$ cat config.mk
export PLATFORM = sky130hd
export DESIGN_NAME = pipe_stage_elastic
export DESIGN_NICKNAME = d
export VERILOG_FILES = /design/src/rtl/pipe_stage_elastic.sv
export SDC_FILE = /design/constraint.sdc
export NUM_CORES = 1
export LEC_CHECK = 0
export ABC_AREA = 1
export CORE_ASPECT_RATIO = 1.4
export CORE_MARGIN = 3
export CORE_UTILIZATION = 25
export DETAILED_ROUTE_END_ITERATION = 10
export GPL_TIMING_DRIVEN = 0
export MAX_ROUTING_LAYER = met4
export PLACE_DENSITY = 0.55
export SYNTH_ARGS = -nofsm -noshare
export SYNTH_HDL_FRONTEND = slang
export SYNTH_SLANG_ARGS = --single-unit
$ cat constraint.sdc
create_clock -name clk_i -period 1.9 [get_ports clk_i]
set_input_delay 0.285 -clock clk_i [delete_from_list [all_inputs] [get_ports clk_i]]
set_output_delay 0.285 -clock clk_i [all_outputs]
set_load 0.01 [all_outputs]
$ cat src/rtl/pipe_stage_elastic.sv
// Elastic pipeline stage: main + skid entry, registered in_ready_o, flushable.
// Optional perf counters (bubble/stall) are enabled by PIPE_STAGE_ELASTIC_PERF_EN.
module pipe_stage_elastic #(
  parameter int CTRL_W = 8,
  parameter int DATA_W = 96,
  parameter int CNT_W  = 16
) (
  input  logic              clk_i,
  input  logic              rst_i,
  input  logic              flush_i,
  input  logic              in_valid_i,
  output logic              in_ready_o,
  input  logic [CTRL_W-1:0] in_ctrl_i,
  input  logic [DATA_W-1:0] in_data_i,
  output logic              out_valid_o,
  input  logic              out_ready_i,
  output logic [CTRL_W-1:0] out_ctrl_o,
  output logic [DATA_W-1:0] out_data_o
`ifdef PIPE_STAGE_ELASTIC_PERF_EN
  ,
  output logic [CNT_W-1:0]  perf_bubble_o,
  output logic [CNT_W-1:0]  perf_stall_o
`endif
);

  typedef enum logic [1:0] {EMPTY = 2'd0, ONE = 2'd1, FULL = 2'd2} state_e;

  state_e              state_q, state_d;
  logic                in_ready_q, in_ready_d;
  logic                out_valid_q, out_valid_d;
  logic [CTRL_W-1:0]   main_ctrl_q, main_ctrl_d, skid_ctrl_q, skid_ctrl_d;
  logic [DATA_W-1:0]   main_data_q, main_data_d, skid_data_q, skid_data_d;
  logic                accept, pop;

  assign accept = in_valid_i & in_ready_q;
  assign pop    = out_valid_q & out_ready_i;

  always_comb begin
    state_d     = state_q;
    main_ctrl_d = main_ctrl_q;
    main_data_d = main_data_q;
    skid_ctrl_d = skid_ctrl_q;
    skid_data_d = skid_data_q;
    if (flush_i) begin
      state_d     = EMPTY;
      main_ctrl_d = '0;
      main_data_d = '0;
      skid_ctrl_d = '0;
      skid_data_d = '0;
    end else begin
      unique case (state_q)
        EMPTY: if (accept) begin
          state_d     = ONE;
          main_ctrl_d = in_ctrl_i;
          main_data_d = in_data_i;
        end
        ONE: begin
          if (accept && pop) begin
            main_ctrl_d = in_ctrl_i;
            main_data_d = in_data_i;
          end else if (accept) begin
            state_d     = FULL;
            skid_ctrl_d = in_ctrl_i;
            skid_data_d = in_data_i;
          end else if (pop) begin
            // Clearing main keeps the outputs at zero while empty.
            state_d     = EMPTY;
            main_ctrl_d = '0;
            main_data_d = '0;
          end
        end
        FULL: if (pop) begin
          state_d     = ONE;
          main_ctrl_d = skid_ctrl_q;
          main_data_d = skid_data_q;
          skid_ctrl_d = '0;
          skid_data_d = '0;
        end
        default: state_d = EMPTY;
      endcase
    end
    in_ready_d  = (state_d != FULL);
    out_valid_d = (state_d != EMPTY);
  end

  always_ff @(posedge clk_i) begin
    if (!rst_i) begin
      state_q     <= EMPTY;
      in_ready_q  <= 1'b1;
      out_valid_q <= 1'b0;
      main_ctrl_q <= '0;
      main_data_q <= '0;
      skid_ctrl_q <= '0;
      skid_data_q <= '0;
    end else begin
      state_q     <= state_d;
      in_ready_q  <= in_ready_d;
      out_valid_q <= out_valid_d;
      main_ctrl_q <= main_ctrl_d;
      main_data_q <= main_data_d;
      skid_ctrl_q <= skid_ctrl_d;
      skid_data_q <= skid_data_d;
    end
  end

  assign in_ready_o  = in_ready_q;
  assign out_valid_o = out_valid_q;
  assign out_ctrl_o  = main_ctrl_q;
  assign out_data_o  = main_data_q;

`ifdef PIPE_STAGE_ELASTIC_PERF_EN
  logic [CNT_W-1:0] bubble_q, bubble_d, stall_q, stall_d;

  // Saturating counters; flush does not touch them.
  always_comb begin
    bubble_d = bubble_q;
    stall_d  = stall_q;
    if (out_ready_i && !out_valid_q && (bubble_q != '1)) bubble_d = bubble_q + 1'b1;
    if (out_valid_q && !out_ready_i && (stall_q != '1))  stall_d  = stall_q + 1'b1;
  end

  always_ff @(posedge clk_i) begin
    if (!rst_i) begin
      bubble_q <= '0;
      stall_q  <= '0;
    end else begin
      bubble_q <= bubble_d;
      stall_q  <= stall_d;
    end
  end

  assign perf_bubble_o = bubble_q;
  assign perf_stall_o  = stall_q;
`endif

endmodule
# Word level (Yosys, flattened, before mapping)
# Cells that the tools add are included.
[op_classes]
n_lt_le_gt_ge = 0
div_mod_pow = 0
mux = 23
shifts = 0
add_sub_neg = 0
bitwise_logic = 3
mul = 0
n_eq_ne = 9
n_reduce_logical = 8
[op_table]
columns = ["operator", "n"]
rows = [
  ["$mux 96", 6],
  ["$pmux 96 s3", 1],
  ["$pmux 96 s2", 1],
  ["$mux 8", 6],
  ["$pmux 8 s3", 1],
  ["$pmux 8 s2", 1],
  ["$mux 2", 6],
  ["$ne 2x2->1 const B", 5],
  ["$ne 3x3->1 const B", 2],
  ["$pmux 2 s3", 1],
  ["$reduce_and 5->1", 1],
  ["$reduce_and 4->1", 1],
  ["$reduce_bool 2->1", 2],
  ["$reduce_bool 3->1", 1],
  ["$and 1x1->1", 2],
  ["$eq 2x1->1 const B", 1],
  ["$eq 2x2->1 const B", 1],
  ["$logic_not 2->1", 1],
  ["$reduce_or 2->1", 1],
  ["$logic_and 1x1->1", 1],
  ["$not 1->1", 1],
]
[word_totals]
mem_bits_ro = 0
ff_bits = 212
latch_bits = 0
out_inout_bits = 106
ram_bits = 0
word_cells = 50
mem_count = 0

# Logic depth before layout (Yosys ltp)
# Gate-level depths: netlist of the first run.
[depth]
word_depth = 7
depth_mapped = 11
ltp_nobuf = 9

# Worst setup path after synthesis of the first run
# OpenSTA, ideal clock, no wires.
[synth_path]
kind = "flip-flop to flip-flop"
start = "reg state_q[0]"
end = "reg main_data_q[10], in the netlist out_data_o[10]"
n_path_buf = 3
slack_ns = 0.099
t_arrival_ns = 1.690
period_less_slack_ns = 1.801
stages_incl_launch_ff = 11
setup_time_ns = 0.112
path_cell_list = "dfxtp_1 inv_1 ha_1 clkbuf_1 inv_1 nor2_1 buf_2 buf_2 nor2_1 nor2_1 nor2_1"
[synth_via]
elab_chain_cells = 3
word_cells_on_any_way = 10
cone_classes = "eq/ne (6); mux (1); reduce/logical (3)"
[synth_lines]
columns = ["item", "line", "source"]
rows = [
  ["start, declared", "28", "state_e state_q, state_d;"],
  ["start signal, assigned", "96", "state_q <= state_d;"],
  ["$eq 2x1->1, or another cell as far along", "51", "unique case (state_q)"],
  ["$ne 3x3->1 (no source line), or another cell as far along", "--", ""],
  ["$reduce_and 5->1 (no source line)", "--", ""],
  ["end signal, assigned", "100", "main_data_q <= main_data_d;"],
  ["end, declared", "32", "logic [DATA_W-1:0] main_data_q, main_data_d, skid_data_q, skid_data_d;"],
]
# Parallel ways exist; a longest one is shown, timed or not.
# A chain may end at the register's enable or synchronous reset.

# Worst setup path in the final report of the first run
[layout_path]
start = "reg state_q[0]"
end = "reg skid_data_q[58]"
[layout_via]
elab_chain_cells = 3
word_cells_on_any_way = 8
cone_classes = "eq/ne (5); mux (1); reduce/logical (2)"
[layout_lines]
columns = ["item", "line", "source"]
rows = [
  ["$eq 2x1->1 / $eq 2x2->1 (equally long branches)", "51", ""],
  ["$ne 2x2->1 (no source line) / $reduce_bool 2->1 (equally long branches)", "--", ""],
  ["$reduce_and 4->1 (no source line)", "--", ""],
  ["end signal, assigned", "102", "skid_data_q <= skid_data_d;"],
  ["end, declared", "32", ""],
]
# Parallel ways exist; a longest one is shown, timed or not.

==> results by group, run 1 <==
Setup path
  – CP Buf/Inv Count: 4
  – Most common cell on crit path: nand2_1
  – Worst Path Arrival: 2.27 ns
  – Cell family with most CP delay: buffers and inverters
  – Critical path required time: 2.35 ns
  – Worst-path maximum fanout: 10
  – Worst path depth: 10
  – Crit path cell chain: inv_2 -> ha_4 -> inv_6 -> nand2_1 -> o21ai_4 -> buf_4 -> clkbuf_2 -> nand3_1 -> nand2_1 -> nor2_1
  – Critical path's slowest cell: dfxtp_4
  – R2r worst-path depth: 10
  – CP max stage delay: 0.37 ns
  – CP startpoint kind: flip-flop
  – Critical path type: flip-flop to flip-flop
  – Worst Setup End Kind: flip-flop

Clocking
  – Clk_lat worst skew: 0.55 ns
  – Inserted Clock Buffers: 26
  – CTS clock-pin slew for the worst setup and hold paths: about 0.070 ns
  – CTS max path bufs: 3
  – CTS tree: yes
  – H-tree depth: 1
  – Root buffer cell: clkbuf_16
  – Clock Sinks: 212

Cells and area
  – Storage element area: 4250 um2
  – Final std cells w/o fill: 2,701
  – Area grow syn2layout: 40.0%
  – Multi-input logic area: 5550 um2
  – Share of post-route cells with drive strength above 1: 9.89%
  – N_diodes: 0
  – Filler cells: 4,746
  – Final cell utilization of the core: 35.5%
  – Layout net count: 2,237
  – Design area: between 15,000 and 20,000 um2

Detailed routing
  – DR WL/cell: between 15 and 20 um
  – Number of DRC markers in iteration 0: around 570
  – Antenna viol nets, final: 0
  – Routed wire length: 40,800 um
  – Residual DRC count: 0
  – First-pass DRT Iterations: 5
  – Number of vias per cell: 4.37
  – Vias: between 10,000 and 15,000

Placement
  – Post-place setup slack: -1.08 ns
  – Dpl cells: roughly 2,600
  – Placer Congestion: 0.863
  – Port-buffer cells: 214
  – Post-DP HPWL: 29,700 um
  – Placed Area: 14,000 um2

Logic synthesis
  – Area of the mapped netlist: between 10,000 and 15,000 um2
  – Flops & latches, synth: 212
  – Synth top area share: 38.0%
  – Dominant cells by area after synthesis: dfxtp_1, nor2_1, nand2_1
  – Net Count, Synth: 1,979
  – Yosys warns: 0
  – Synth unique cells: 21
  – Asr flop ratio synth: 0%
  – Number of enable flip-flop cells after synthesis: 0
  – Seq/Total Area, Yosys: 38.0%
  – Post-synth top cells: nor2_1, nand2_1, inv_1, dfxtp_1, nand3_1
  – Post-synthesis cell count: ~1,900
  – Synth Flop Type: dfxtp_1
  – Count leader, synth: nor2_1
  – Yosys top cell by area: dfxtp_1
  – Mapped Avg Cell Area: ~6.0 um2

Die
  – Horiz. Die Dim: 185 um
  – Core ar.: 44,100 um2
  – Die height: 256 um
  – # rows: 91
  – Die area: 47,300 um2
  – Starting Density: 25.4%
  – I/O Pins: 215

STA
  – Slew HR: ~64%
  – Final worst path period need: ~1.8 ns
  – Final Hold Viols: 0
  – Max-slew violation count: 0
  – Fin crit share: 96.0%
  – Max Clock Freq: 548 MHz
  – Worst Max-Slew Pin Slew: between 0.5 and 0.6 ns
  – Setup violations, final: 0
  – Worst setup margin: 0.0762 ns
  – Clock Skews: ~0.023 ns

Pwr
  – PD cells: 783 nW/um2
  – Static leakage: about 7 nW
  – Peak VDD IR: 0.675 mV

Global route
  – Vias in the first global route: 11,400
  – Grt total ovfl: 0
  – Largest net degree at the start of global routing: 14
  – Initial antenna violation count: 0
  – GRT Util Overall: 17.2%
  – First-pass GRT wire length: approximately 63,000 um

Hold path
  – Hold Path Depth: 3
  – Worst hold path type: input port to flip-flop

Job
  – Max-cap viol count: 0

Outcome
  – Status: finished, final reports clean
## per-stage QoR
stage          hold WS [ns]  power [W]  setup TNS [ns]
2_1_floorplan         0.412    0.00580               0
3_3_place_gp          0.450    0.00665         -178.42
3_5_place_dp          0.458    0.00666         -184.28
4_1_cts               0.336     0.0124         -0.0135
5_1_grt               0.382     0.0128         -0.0701
6_report              0.363     0.0122               0
## cell usage in the layout, fill, tap and decap left out, types with 3 or more instances in the layout
cell type,Yosys,routed
a21oi_1,8,8
a21oi_2,16,16
buf_12,0,7
buf_2,40,18
buf_4,2,26
buf_6,2,10
buf_8,0,4
bufinv_16,0,5
clkbuf_1,90,38
clkbuf_16,0,31
clkbuf_2,0,35
clkbuf_4,0,14
clkbuf_8,0,4
clkdlybuf4s50_1,0,213
clkinv_2,0,8
dfxtp_1,212,210
ha_4,0,3
inv_1,240,238
inv_2,2,3
inv_6,0,3
nand2_1,441,435
nand2_2,0,4
nand2_4,0,3
nand3_1,187,186
nand4_1,104,104
nor2_1,502,493
nor2_2,0,7
## routing by layer
| metal | wire, um | vias to the layer above | GRT usage (%) |
|---|---|---|---|
| li1 | - | 6216 | - |
| met1 | 17000 | 5289 | 19.8 |
| met2 | 21200 | 250 | 31.1 |
| met3 | 1480 | 59 | 1.72 |
| met4 | 1120 | 0 | 5.34 |
| met5 | 0 | - | - |
## sequential cells by signal, summed over array words and instances, names as in the netlist
name / flops
out_data_o: 96
in_ready_o: 1
out_valid_o: 1
out_ctrl_o: 8
state_q: 2
skid_data_q: 96
skid_ctrl_q: 8
## timing repair
item / CTS / global route
pin swaps: 8 / 10
resized for setup: 130 / 64
setup buffers: 13 / 2
hold buffers: 0 / 0
cloned: 1 / 4
endpoints found under the setup margin: 211 / 208
## cell type report
type | instances | share of cell area (%)
Buffer | 137 | 5.41
Clock buffer | 32 | 4.69
Clock inverter | 16 | 1.40
Inverter | 244 | 5.93
Multi-Input combinational cell | 1269 | 35.5
Sequential cell | 212 | 27.2
Tap cell | 558 | 4.46
Timing Repair Buffer | 233 | 15.5
## worst register-to-register path, delay by kind of cell, from the launching register on
| family | cells | cell delay (ns) |
|---|---|---|
| AOI/OAI and AO/OA | 1 | 0.14 |
| adders and majority gates | 1 | 0.21 |
| buffers and inverters | 4 | 0.66 |
| DFF | 1 | 0.37 |
| and+or+nand+nor | 4 | 0.35 |
## final timing paths
kind	from	endpoint	slack (ns)
max	state_q[0]	skid_data_q[58]	0.08
min	in_data_i[81]	skid_data_q[81]	0.36
max reg2reg	state_q[0]	skid_data_q[58]	0.08
min reg2reg	skid_data_q[69]	skid_data_q[69]	0.47
## logic make-up (layout without fill, tap and decap cells)
family | after synthesis | after routing | share of synthesized area (%)
buffers and inverters | 385 | 662 | 13.6
and+or+nand+nor | 1237 | 1238 | 46.1
AOI/OAI and AO/OA | 26 | 26 | 1.77
DFF | 212 | 212 | 38.0
adders and majority gates | 5 | 5 | 0.560
## power breakdown
group | internal [W] | leakage [nW] | total (W) | switching [W]
sequential | 0.00460 | 1.73 | 0.00469 | 0.0000882
combinational | 0.000937 | 4.80 | 0.00204 | 0.00110
clock | 0.00343 | 0.474 | 0.00552 | 0.00209
Power figures use the tool's default switching activity.
==> run 2: changes to the inputs <==
--- a/config.mk
+++ b/config.mk
@@ -13,6 +13,7 @@
 export GPL_TIMING_DRIVEN = 0
 export MAX_ROUTING_LAYER = met4
 export PLACE_DENSITY = 0.55
+export SLEW_MARGIN = 20
 export SYNTH_ARGS = -nofsm -noshare
 export SYNTH_HDL_FRONTEND = slang
 export SYNTH_SLANG_ARGS = --single-unit
==> results of run 2 <==
The final DEF is identical to that of run 1; final timing and power are the same.
==> run 3: changes to the inputs <==
--- a/config.mk
+++ b/config.mk
@@ -5,14 +5,12 @@
 export SDC_FILE = /design/constraint.sdc
 export NUM_CORES = 1
 export LEC_CHECK = 0
-export ABC_AREA = 1
-export CORE_ASPECT_RATIO = 1.4
 export CORE_MARGIN = 3
 export CORE_UTILIZATION = 25
 export DETAILED_ROUTE_END_ITERATION = 10
 export GPL_TIMING_DRIVEN = 0
 export MAX_ROUTING_LAYER = met4
-export PLACE_DENSITY = 0.55
+export PLACE_DENSITY = 0.57
 export SLEW_MARGIN = 20
 export SYNTH_ARGS = -nofsm -noshare
 export SYNTH_HDL_FRONTEND = slang
==> run 3 against run 2 <==
- the flow now finishes with violations (negative setup slack)
- sequential share of layout area increased by 4.5 points
- die area decreased by 20%
- sequential power about the same
- register-to-register slack got worse by 0.17 ns
- final cell count decreased by 37%
- synthesized area decreased by 21%
- clock skew decreased by 0.013 ns
- critical path depth decreased by 2
- critical path type unchanged
- largest power group unchanged
==> results by group, run 3 <==
Outcome
  – Status: complete, but fails checks
  – Failing checks: negative setup slack

Setup path
  – CP Buf/Inv Count: 3
  – CP startpoint kind: flip-flop
  – Critical path's slowest cell: or3_4
  – Cell family with most CP delay: simple AND/OR/NAND/NOR gates
  – CP max stage delay: 0.45 ns
  – Worst Setup End Kind: flip-flop
  – Critical path type: flip-flop to flip-flop
  – Crit path cell chain: inv_4 -> ha_4 -> a2bb2oi_4 -> or3_4 -> buf_12 -> buf_8 -> a221oi_2 -> nor3_1
  – Worst Path Arrival: around 2.4 ns
  – Worst-path maximum fanout: 10
  – Critical path required time: 2.29 ns

Global route
  – Grt total ovfl: 0
  – Largest net degree at the start of global routing: 13
  – Vias in the first global route: 8,291
  – Initial antenna violation count: 2
  – GRT Util Overall: 15.9%
  – First-pass GRT wire length: 47,600 um

Logic synthesis
  – Dominant cells by area after synthesis: dfxtp_1, a221oi_2, nand3b_1
  – Synth Flop Type: dfxtp_1
  – Count leader, synth: dfxtp_1
  – Mapped Avg Cell Area: 9.12 um2
  – Seq/Total Area, Yosys: 47.8%
  – Number of enable flip-flop cells after synthesis: 0
  – Synth unique cells: 33
  – Flops & latches, synth: 212
  – Asr flop ratio synth: 0%
  – Yosys warns: 0
  – Post-synthesis cell count: 973
  – Net Count, Synth: ~1,100
  – Area of the mapped netlist: 8880 um2
  – Post-synth top cells: dfxtp_1, nand2_1, nor2_1
  – Yosys top cell by area: dfxtp_1
  – Synth top area share: 47.8%

Die
  – Die height: 194 um
  – Die area: ~38,000 um2
  – I/O Pins: between 200 and 250
  – Core ar.: roughly 35,000 um2
  – # rows: 68
  – Starting Density: 25.5%
  – Horiz. Die Dim: 194 um

Placement
  – Placer Congestion: 0.777
  – Post-DP HPWL: 21,100 um
  – Port-buffer cells: 214
  – Dpl cells: between 1,500 and 2,000

Detailed routing
  – DR WL/cell: 18.0 um
  – Antenna viol nets, final: 0
  – First-pass DRT Iterations: 7
  – Number of vias per cell: 4.87
  – Residual DRC count: 0
  – Number of DRC markers in iteration 0: 386
  – Vias: ~8,300
  – Routed wire length: 30,600 um

Cells and area
  – Commonest non-fill, non-tap cell in the layout: clkdlybuf4s50_1
  – Share of post-route cells with drive strength above 1: 20.0%
  – Final cell utilization of the core: 38.6%
  – Commonest non-fill, non-tap cells in the layout: clkdlybuf4s50_1, dfxtp_1, nand2_1
  – Area grow syn2layout: 51.2%
  – Filler cells: 3,429
  – Layout net count: 1,339
  – Final std cells w/o fill: 1,701

Pwr
  – Gate power share: 14.5%
  – Switching pwr: approximately 0.0029 W
  – Static leakage: between 4 and 5 nW
  – Peak VDD IR: 0.557 mV
  – Internal: approximately 0.0086 W
  – Seq pwr share: 40.5%
  – Clock power share: 45.0%
  – PD cells: approximately 860 nW/um2
  – Switching Fraction: between 20 and 30%

Job
  – Max-cap viol count: 0

Clocking
  – CTS tree: yes
  – Clock Sinks: 212
  – Clk_lat worst skew: 0.53 ns
  – CTS clock-pin slew for the worst setup and hold paths: approximately 0.060 ns
  – CTS Hold Bufs: 0
  – Inserted Clock Buffers: 26
  – H-tree depth: 1
  – Root buffer cell: clkbuf_16
  – CTS max path bufs: 3

STA
  – Total Neg Setup Slack: -4.15 ns
  – Fin crit share: 105%
  – Final worst path period need: 2.00 ns
  – Slew HR: between 60% and 70%
  – Worst Max-Slew Pin Slew: 0.569 ns
  – Clock Skews: ~0.0095 ns
  – Max-slew violation count: 0
  – Worst setup margin: -0.0971 ns
  – Final Hold Viols: 0
  – Setup violations, final: slightly below 80
  – Max Clock Freq: 501 MHz
  – RSZ-0062 raised after global routing: yes

Hold path
  – Worst hold path type: input port to flip-flop
==> run 3: worst paths after layout <==
path	start	end	slack, ns	depth (start not counted)
worst max-delay path	state_q[0]	out_data_o[35]	-0.1	8
worst min-delay path	in_data_i[92]	skid_data_q[92]	0.38	3
worst max register to register	state_q[0]	out_data_o[35]	-0.1	8
worst min register to register	skid_data_q[2]	skid_data_q[2]	0.45	2
==> run 3: logic make-up after synthesis <==
logic type | Yosys count | synth area share, %
and+or+nand+nor | 429 | 24.2
AOI/OAI and AO/OA | 221 | 21.4
adders and majority gates | 5 | 0.705
buffers and inverters | 105 | 5.75
DFF | 212 | 47.8
xor gates and xnor gates | 1 | 0.0987
==> run 3: per-layer routing <==
| layer | global-route usage (%) | vias to the layer above | part of all wire (%) |
|---|---|---|---|
| met4 | 4.26 | 0 | 2.1 |
| met2 | 25.2 | 183 | 47 |
| met5 | - | - | 0 |
| met3 | 2.72 | 45 | 4.6 |
| met1 | 21.0 | 4000 | 46 |
| li1 | - | 4055 | - |
==> run 3: worst reg2reg max path: cells and delay by family, from the launching register on <==
family | cells | cell delay (ns)
and+or+nand+nor | 2 | 0.53
adders and majority gates | 1 | 0.17
buffers and inverters | 3 | 0.40
AOI/OAI and AO/OA | 2 | 0.39
DFF | 1 | 0.39
==> run 3: layout make-up <==
class	count	area, um2	area share [%]
multi-input combinational	656	4600	34.2
sequential	212	4250	31.7
timing repair buffer	228	2330	17.3
buffer	99	758	5.65
clock buffer	34	752	5.60
tap	455	569	4.24
clock inverter	13	151	1.13
inverter	2	12.5	0.0932
antenna	2	5.00	0.0373
==> run 3: power by group through the flow <==
| stage | logic (W) | clock network (W) | registers (W) |
|---|---|---|---|
| 3_5_place_dp | 0.00148 | 0 | 0.00477 |
| 2_1_floorplan | 0.000672 | 0 | 0.00481 |
| 6_report | 0.00168 | 0.00519 | 0.00467 |
| 5_1_grt | 0.00181 | 0.00550 | 0.00469 |
| 3_3_place_gp | 0.00148 | 0 | 0.00477 |
| 4_1_cts | 0.00160 | 0.00534 | 0.00467 |
==> run 3: timing repair <==
item / CTS / global route
cloned: 0 / 2
endpoints found under the setup margin: 208 / 209
gates resized for setup: 125 / 71
buffers inserted: 9 / 3
pin swaps: 8 / 20
==> run 3: metrics by stage <==
stage | worst slack [ns] | area (um2) | hold WS [ns] | total power (W)
3_5_place_dp | -1.44 | 11600 | 0.443 | 0.00625
2_1_floorplan | 0.00222 | 8880 | 0.390 | 0.00548
3_3_place_gp | -1.42 | 11600 | 0.437 | 0.00624
5_1_grt | -0.146 | 13400 | 0.384 | 0.0120
4_1_cts | -0.127 | 13000 | 0.353 | 0.0116
6_report | -0.0971 | 13400 | 0.382 | 0.0115
